<file path="config.mk">
export PLATFORM = sky130hd
export DESIGN_NAME = tawas_regfile
export DESIGN_NICKNAME = d
export VERILOG_FILES = /design/src/rtl/tawas_regfile.sv
export SDC_FILE = /design/constraint.sdc
export NUM_CORES = 1
export LEC_CHECK = 0
export BUFFER_PORTS_ARGS = -buffer_cell sky130_fd_sc_hd__buf_2
export CAP_MARGIN = 25
export CORE_AREA = 2 2 265 267
export CTS_BUF_LIST = sky130_fd_sc_hd__clkbuf_2 sky130_fd_sc_hd__clkbuf_4 sky130_fd_sc_hd__clkbuf_8
export DETAILED_ROUTE_END_ITERATION = 16
export DIE_AREA = 0 0 267 269
export PLACE_DENSITY = 0.67
export SETUP_SLACK_MARGIN = 0.5
export SLEW_MARGIN = 20
export SYNTH_ARGS = -nofsm -noshare
export SYNTH_HDL_FRONTEND = slang
export SYNTH_SLANG_ARGS = --single-unit
</file>
<file path="constraint.sdc">
create_clock -name clk_i -period 10 [get_ports clk_i]
set_input_delay 3 -clock clk_i [delete_from_list [all_inputs] [get_ports clk_i]]
set_output_delay 3 -clock clk_i [all_outputs]
set_load 0.02 [all_outputs]
</file>
<file path="src/rtl/tawas_regfile.sv">
// Dual-slice 2x8 register file: combinational reads, AU commit at the edge, loads direct or via a
// 1-entry pending buffer (forwarded on reads); ls_rc_rdy_o drops only while that buffer is full.
module tawas_regfile #(
  parameter int DW   = 32,
  parameter int SELW = 3
) (
  input  logic            clk_i,
  input  logic            rst_n_i,
  input  logic            slice_i,
  input  logic [SELW-1:0] au_ra_sel_i,
  output logic [DW-1:0]   au_ra_o,
  input  logic [SELW-1:0] au_rb_sel_i,
  output logic [DW-1:0]   au_rb_o,
  input  logic            au_rc_vld_i,
  input  logic [SELW-1:0] au_rc_sel_i,
  input  logic [DW-1:0]   au_rc_i,
  input  logic [SELW-1:0] ls_rd_sel_i,
  output logic [DW-1:0]   ls_rd_o,
  input  logic            ls_rc_vld_i,
  output logic            ls_rc_rdy_o,
  input  logic            ls_rc_slice_i,
  input  logic [SELW-1:0] ls_rc_sel_i,
  input  logic [DW-1:0]   ls_rc_i
);
  localparam int NREG = 1 << SELW;

  logic [DW-1:0]   bank_q [2][NREG];
  logic            pend_vld_q, pend_vld_d;
  logic            pend_slice_q, pend_slice_d;
  logic [SELW-1:0] pend_sel_q, pend_sel_d;
  logic [DW-1:0]   pend_dat_q, pend_dat_d;

  logic            au_bank;
  logic            ls_hs, ls_collide, ls_same_reg, ls_direct, ls_capture;
  logic            pend_blocked, pend_drain, pend_cancel;
  logic            wr_en  [2];
  logic [SELW-1:0] wr_sel [2];
  logic [DW-1:0]   wr_dat [2];

  assign au_bank     = ~slice_i;
  assign ls_rc_rdy_o = ~pend_vld_q;
  assign ls_hs       = ls_rc_vld_i && ls_rc_rdy_o;
  assign ls_collide  = au_rc_vld_i && (ls_rc_slice_i == au_bank);
  assign ls_same_reg = ls_collide && (ls_rc_sel_i == au_rc_sel_i);
  assign ls_direct   = ls_hs && !ls_collide;
  assign ls_capture  = ls_hs && ls_collide && !ls_same_reg;

  // A younger AU write to the buffered register supersedes the pending load.
  assign pend_blocked = au_rc_vld_i && (pend_slice_q == au_bank);
  assign pend_cancel  = pend_vld_q && pend_blocked && (pend_sel_q == au_rc_sel_i);
  assign pend_drain   = pend_vld_q && !pend_blocked;

  always_comb begin
    for (int b = 0; b < 2; b++) begin
      wr_en[b]  = 1'b0;
      wr_sel[b] = '0;
      wr_dat[b] = '0;
      if (au_rc_vld_i && (au_bank == b[0])) begin
        wr_en[b]  = 1'b1;
        wr_sel[b] = au_rc_sel_i;
        wr_dat[b] = au_rc_i;
      end else if (pend_drain && (pend_slice_q == b[0])) begin
        wr_en[b]  = 1'b1;
        wr_sel[b] = pend_sel_q;
        wr_dat[b] = pend_dat_q;
      end else if (ls_direct && (ls_rc_slice_i == b[0])) begin
        wr_en[b]  = 1'b1;
        wr_sel[b] = ls_rc_sel_i;
        wr_dat[b] = ls_rc_i;
      end
    end
  end

  always_comb begin
    pend_vld_d   = pend_vld_q;
    pend_slice_d = pend_slice_q;
    pend_sel_d   = pend_sel_q;
    pend_dat_d   = pend_dat_q;
    if (ls_capture) begin
      pend_vld_d   = 1'b1;
      pend_slice_d = ls_rc_slice_i;
      pend_sel_d   = ls_rc_sel_i;
      pend_dat_d   = ls_rc_i;
    end else if (pend_drain || pend_cancel) begin
      pend_vld_d = 1'b0;
    end
  end

  always_ff @(posedge clk_i or negedge rst_n_i) begin
    if (!rst_n_i) begin
      for (int i = 0; i < NREG; i++) begin
        bank_q[0][i] <= '0;
        bank_q[1][i] <= '0;
      end
      pend_vld_q   <= 1'b0;
      pend_slice_q <= 1'b0;
      pend_sel_q   <= '0;
      pend_dat_q   <= '0;
    end else begin
      if (wr_en[0]) bank_q[0][wr_sel[0]] <= wr_dat[0];
      if (wr_en[1]) bank_q[1][wr_sel[1]] <= wr_dat[1];
      pend_vld_q   <= pend_vld_d;
      pend_slice_q <= pend_slice_d;
      pend_sel_q   <= pend_sel_d;
      pend_dat_q   <= pend_dat_d;
    end
  end

  function automatic logic [DW-1:0] rd_port(input logic [SELW-1:0] sel);
    if (pend_vld_q && (pend_slice_q == slice_i) && (pend_sel_q == sel))
      return pend_dat_q;
    return bank_q[slice_i][sel];
  endfunction

  assign au_ra_o = rd_port(au_ra_sel_i);
  assign au_rb_o = rd_port(au_rb_sel_i);
  assign ls_rd_o = rd_port(ls_rd_sel_i);

endmodule

</file>
Word-level counts from Yosys, hierarchy flattened
Cells that the tools add are included.
{ "totals": {"regBits": 549, "input_bits": 85, "output_inout_bits": 97, "elab_cells": 120} }
{ "op_classes": {"order_cmp": 8, "eq_ne": 8, "n_mux": 47, "bitwise": 10, "reduce_logical": 27} }
{ "ops": {"columns": ["operator", "n"], "rows": [
  ["256-bit two-way mux", 3],
  ["32-bit two-way mux", 20],
  ["256-bit bitwise mux", 2],
  ["32-bit binary-select mux with 3-bit select", 3],
  ["32-bit demux with 3-bit select", 2],
  ["1-bit logical AND", 22],
  ["4-bit greater-or-equal comparator (second input constant)", 5],
  ["3-bit NOT with 4-bit output", 5],
  ["3-bit two-way mux", 6],
  ["3-bit == test", 5],
  ["1-bit two-way mux", 11],
  ["4-bit by 1-bit less-than comparator with 1-bit output (second input constant)", 2],
  ["1-bit NOT", 4],
  ["1-bit == test", 3],
  ["1-bit zero test", 3],
  ["2-bit greater-or-equal comparator (second input constant)", 1],
  ["1-bit NOT with 2-bit output", 1],
  ["2-bit nonzero test", 1],
  ["1-bit logical OR", 1]
]} }

Longest topological paths before layout
{ "depth": {"ltp_word": 15, "ltp_mapped": 8, "mapped_depth_nobuf": 5} }

Worst setup path after synthesis
Ideal clock, no wire load.
{ "synth_timing": {"kind": "input-to-output", "startpoint": "input slice_i", "endpoint": "output au_ra_o[25]", "t_arrival_ns": 4.767, "t_required_ns": 7.000, "slack_ns": 2.233, "path_stages": 6, "n_path_buf": 3, "path_cell_list": "buf_2 clkbuf_1 buf_2 mux4_2 mux2_2 o221a_2"} }
{ "synth_via": {"elab_chain_len": 8, "elab_cells_between_ends": 12, "cone_classes": "1 x eq/ne; 8 x mux; 1 x bitwise; 2 x reduce/logical"} }
{ "synth_lines": {"columns": ["element", "line", "source"], "rows": [
  ["start, declared", "9", "input logic slice_i,"],
  ["1-bit NOT with 2-bit output (implied by the code)", "112", "return bank_q[slice_i][sel];"],
  ["256-bit two-way mux (implied by the code) (3 in a row)", "112", null],
  ["32-bit binary-select mux with 3-bit select", "112", null],
  ["32-bit two-way mux (implied by the code) (2 in a row)", "112", null],
  ["32-bit two-way mux (*)", "112", null],
  ["end, declared", "11", "output logic [DW-1:0] au_ra_o,"]
]} }
Mark *: on every way between the ends. The rest lies on a longest branch, timed or not. The select of a mux whose other input is x is not followed.

Final worst setup path
{ "layout_timing": {"startpoint": "input slice_i", "endpoint": "output au_ra_o[4]"} }
Same word-level chain as after synthesis.

==> results.md <==
- The number of cells upsized or downsized after cts is 0.
- The total congestion overflow is 0.
- After clock tree synthesis, the clock-pin slew on the worst setup and hold paths is 60 ps.
- Once detailed placement completed, the half-perimeter wirelength came to 65200 um.
- In this run the clock root is driven by a clkbuf_8.
- Static timing analysis puts the maximum clock frequency at 112 MHz.
- Setup violations remaining at the end of the flow were counted as 0.
- The largest voltage drop on the vdd net is 0.0000989 V.
- For this design the ratio of total power to cell area is 225 mW/mm^2.
- The tightest slew margin relative to the limit is 25.6%.
- The global routing usage summed across all routing layers is 32.1%.
- Across all hold checks on the routed design, the worst slack comes to 496 ps.
- On the worst path, the slowest cell contributes a delay of 920 ps.
- The number of hold violations in the final report is 0.
- After synthesis, the netlist uses 48 different library cells.
- Port buffering added 181 buffers.
- Sequential cells were found to cover 40.1% of the synthesized design area.
- The die boundary height is 269 um.
- The path type of the worst min-delay path is register to register.
- No sink is reached through more buffers than the 3 on the longest clock path.
- The worst-path maximum fanout is 39.
- Setup repair after global routing left no endpoint under its margin.
- From synthesis to final layout, the design area changed by 10.9%.
- The total core area is 0.0693 mm^2.
- The count of nets after finishing is 2725.
- The slowest stage of the critical path is the or4_4 cell.
- The first global-routing pass estimated 169000 um of wire.
- The total standard cell area after synthesis is 0.0343 mm^2.
- The number of H-tree levels is 3.
- The first detailed-routing pass took 6 iterations.
- The final weighted congestion of routability-driven global placement is 0.857.
- The max-cap violation count is 0.
- The number of global-route vias before repair is 26111.
- In the synthesized netlist the dominant register cell turns out to be dfrtp_1.
- The number of instances in the synthesized netlist is 2553.
- At the worst endpoint, the arrival time is 5940 ps.
- The required time of the critical path is 7000 ps.
- The post-route clock period utilization is 89.4%.
- TritonCTS built the clock tree.
- The run finished with clean final reports.
- The count of nets left with antenna violations once routing finished came out at 0.
- Summed over all failing endpoints, the final setup total negative slack is 0 ps.
- The floorplan step set the die width to 267 um.
- For this block, the routed nets add up to 115000 um of wire.
- The worst setup path is launched from an input pin.
- The worst path in the final design needs a cycle of 8940 ps, including I/O delays and setup.
- For this run, the number of Yosys warnings is 0.
- The proportion of layout cells with a drive suffix above 1 is 54.2%.
- For this configuration, the core starts out at a cell density of 49.5%.
- The initial antenna violation count is 6.
- The largest net degree at the start of global routing is 175.
- The clock drives 549 sinks.
- The floorplan step defined a die boundary enclosing 0.0718 mm^2.
- A synthesized cell averages 13.4 um^2.
- Yosys mapped a number of flops with a built-in enable equal to 0.
- Dividing the detail-routed wire length by the instance count gives 31.4 um.
- When the netlist entered floorplanning its net count stood at 2638.
- The setup clock skew after layout is 36.5 ps.
- For the pin with the worst max-slew slack, the measured transition is 1120 ps.
- The post-synthesis async set-or-reset flop share is 100%.
- The final count of pins violating max slew was 0.
- The routed via count is 25640.
- Traced cell by cell, the critical path runs through buf_8 > xnor2_1 > nand2_1 > or4_4 > nand2b_2 > buf_4 > o221a_2 > buf_2.
- The number of register bits inferred by synthesis is 549.
- The critical path start-end classification is input pin to primary output.
- The kind of end point of the critical path is a primary output.
- The cts-stage hold buffer count is 0.
- The clock reaches the later pin of the worst-skew pair after 710 ps.
- The number of setup buffers added after CTS is 0.
- Row generation in the floorplan step produced 97 rows.
- The detail-routed via count per cell is 7.02.
- The static leakage power is 16.5 nW.
- 182 I/O pins were placed.
- For this run, design rule violations remaining after detail routing come to 0.
- The detailed router finished its first iteration with 3034 violations.
- Clock tree synthesis inserted a total of 94 buffers.
## cells by family (layout without fill, tap and decap cells)
family                 count (synthesis)  count (layout)  synth area share, %
AO/OA/AOI/OAI                        320             320                 8.07
other                                  0               3                    0
AND/OR/NAND/NOR                      397             397                 5.07
XOR/XNOR                              17              17                0.434
buffers and inverters                248             404                 3.18
flip-flops                           549             549                 40.1
multiplexers                        1022            1022                 43.2
## metal layers
metal | vias up | track usage, % | wire length [um]
met4 | 6 | 15.6 | 5410
li1 | 10304 | - | -
met5 | - | 0 | 31
met1 | 13331 | 42.6 | 43400
met2 | 1663 | 49.4 | 52400
met3 | 336 | 8.36 | 13500
## Yosys cell counts (2+ instances only)
master | instances | area (um^2)
nand4_1 | 24 | 150
clkbuf_1 | 121 | 454
o221a_2 | 96 | 1080
xnor2_1 | 5 | 43.8
o21ai_1 | 4 | 20.0
nor3_1 | 3 | 15.0
nor2_1 | 72 | 270
buf_2 | 99 | 495
a221o_1 | 2 | 20.0
buf_4 | 9 | 67.6
mux2_2 | 637 | 7170
inv_1 | 2 | 7.51
a31oi_1 | 66 | 413
mux4_2 | 300 | 6760
dfrtp_1 | 549 | 13700
xor2_1 | 12 | 105
buf_1 | 17 | 63.8
and2_1 | 3 | 18.8
nand3b_1 | 4 | 30.0
o21a_1 | 2 | 15.0
or4_1 | 3 | 22.5
nand4bb_1 | 2 | 22.5
nand3_1 | 14 | 70.1
mux2i_1 | 73 | 731
o2111ai_1 | 71 | 622
a22oi_1 | 67 | 503
o21ai_0 | 3 | 15.0
nor3_2 | 2 | 20.0
mux2_1 | 11 | 124
nand2_1 | 231 | 867
nand2b_1 | 32 | 200
## flip-flops by register name (all words and copies together) (netlist names)
name / count
pend_slice_q: 1
bank_q: 512
pend_sel_q: 3
pend_vld_q: 1
pend_dat_q: 32
## layout make-up
type,instances,area [um^2]
well taps,940,1180
diodes,3,7.51
clock buffers,144,1820
repair buffers,237,1490
fillers,5643,31300
clock inverters,21,166
flip-flops and latches,549,13700
multi-input cells,1756,19600
inverters,2,7.51
## report_power, final
group          internal [mW]  switching (mW)  total [mW]
Clock                   1.21           0.971        2.18
Combinational           1.63            1.20        2.83
Sequential              2.91           0.648        3.56
## worst max-delay path, delay by kind of cell
family	cells	cell delay (ps)
and+or+nand+nor	3	1490
buffers and inverters	3	890
AOI/OAI and AO/OA	1	270
xor gates and xnor gates	1	190
## stage by stage
step           worst slack, ps  util [%]  instances  cell area [um^2]  power [mW]
2_1_floorplan             2230         -       2553             34300        5.54
3_3_place_gp              1160      51.9       3483             36000        6.21
3_5_place_dp              1080      51.9       3483             36000        6.37
4_1_cts                   1070      54.8       3648             38000        8.55
5_1_grt                    972      54.8       3651             38000        8.97
6_report                  1060      54.8       3652             38000        8.57
## worst paths after layout
path,endpoint,cells past startpoint,slack [ps],startpoint
max in group asynchronous,bank_q[190],2,6100,rst_n_i
hold / removal,bank_q[358],1,500,bank_q[358]
hold reg to reg,bank_q[358],1,500,bank_q[358]
min in group asynchronous,pend_dat_q[0],1,2370,rst_n_i
setup reg to reg,bank_q[498],6,6480,pend_vld_q
setup / recovery,au_ra_o[4],8,1060,slice_i
## cell usage in the layout (no fill, tap or decap), types with 5 or more instances in the layout
cell type and count:
a22oi_1 64, a31oi_1 65, buf_12 8, buf_2 173, buf_4 50, clkbuf_4 26
clkbuf_8 118, clkinv_2 16, dfrtp_1 549, mux2_1 11, mux2_2 637, mux2i_1 73
mux4_2 300, nand2_1 231, nand2b_1 29, nand3_1 12, nand4_1 24, nor2_1 71
o2111ai_1 71, o221a_2 96, xnor2_1 5, xor2_1 12
(Power assumes the default switching activity.)
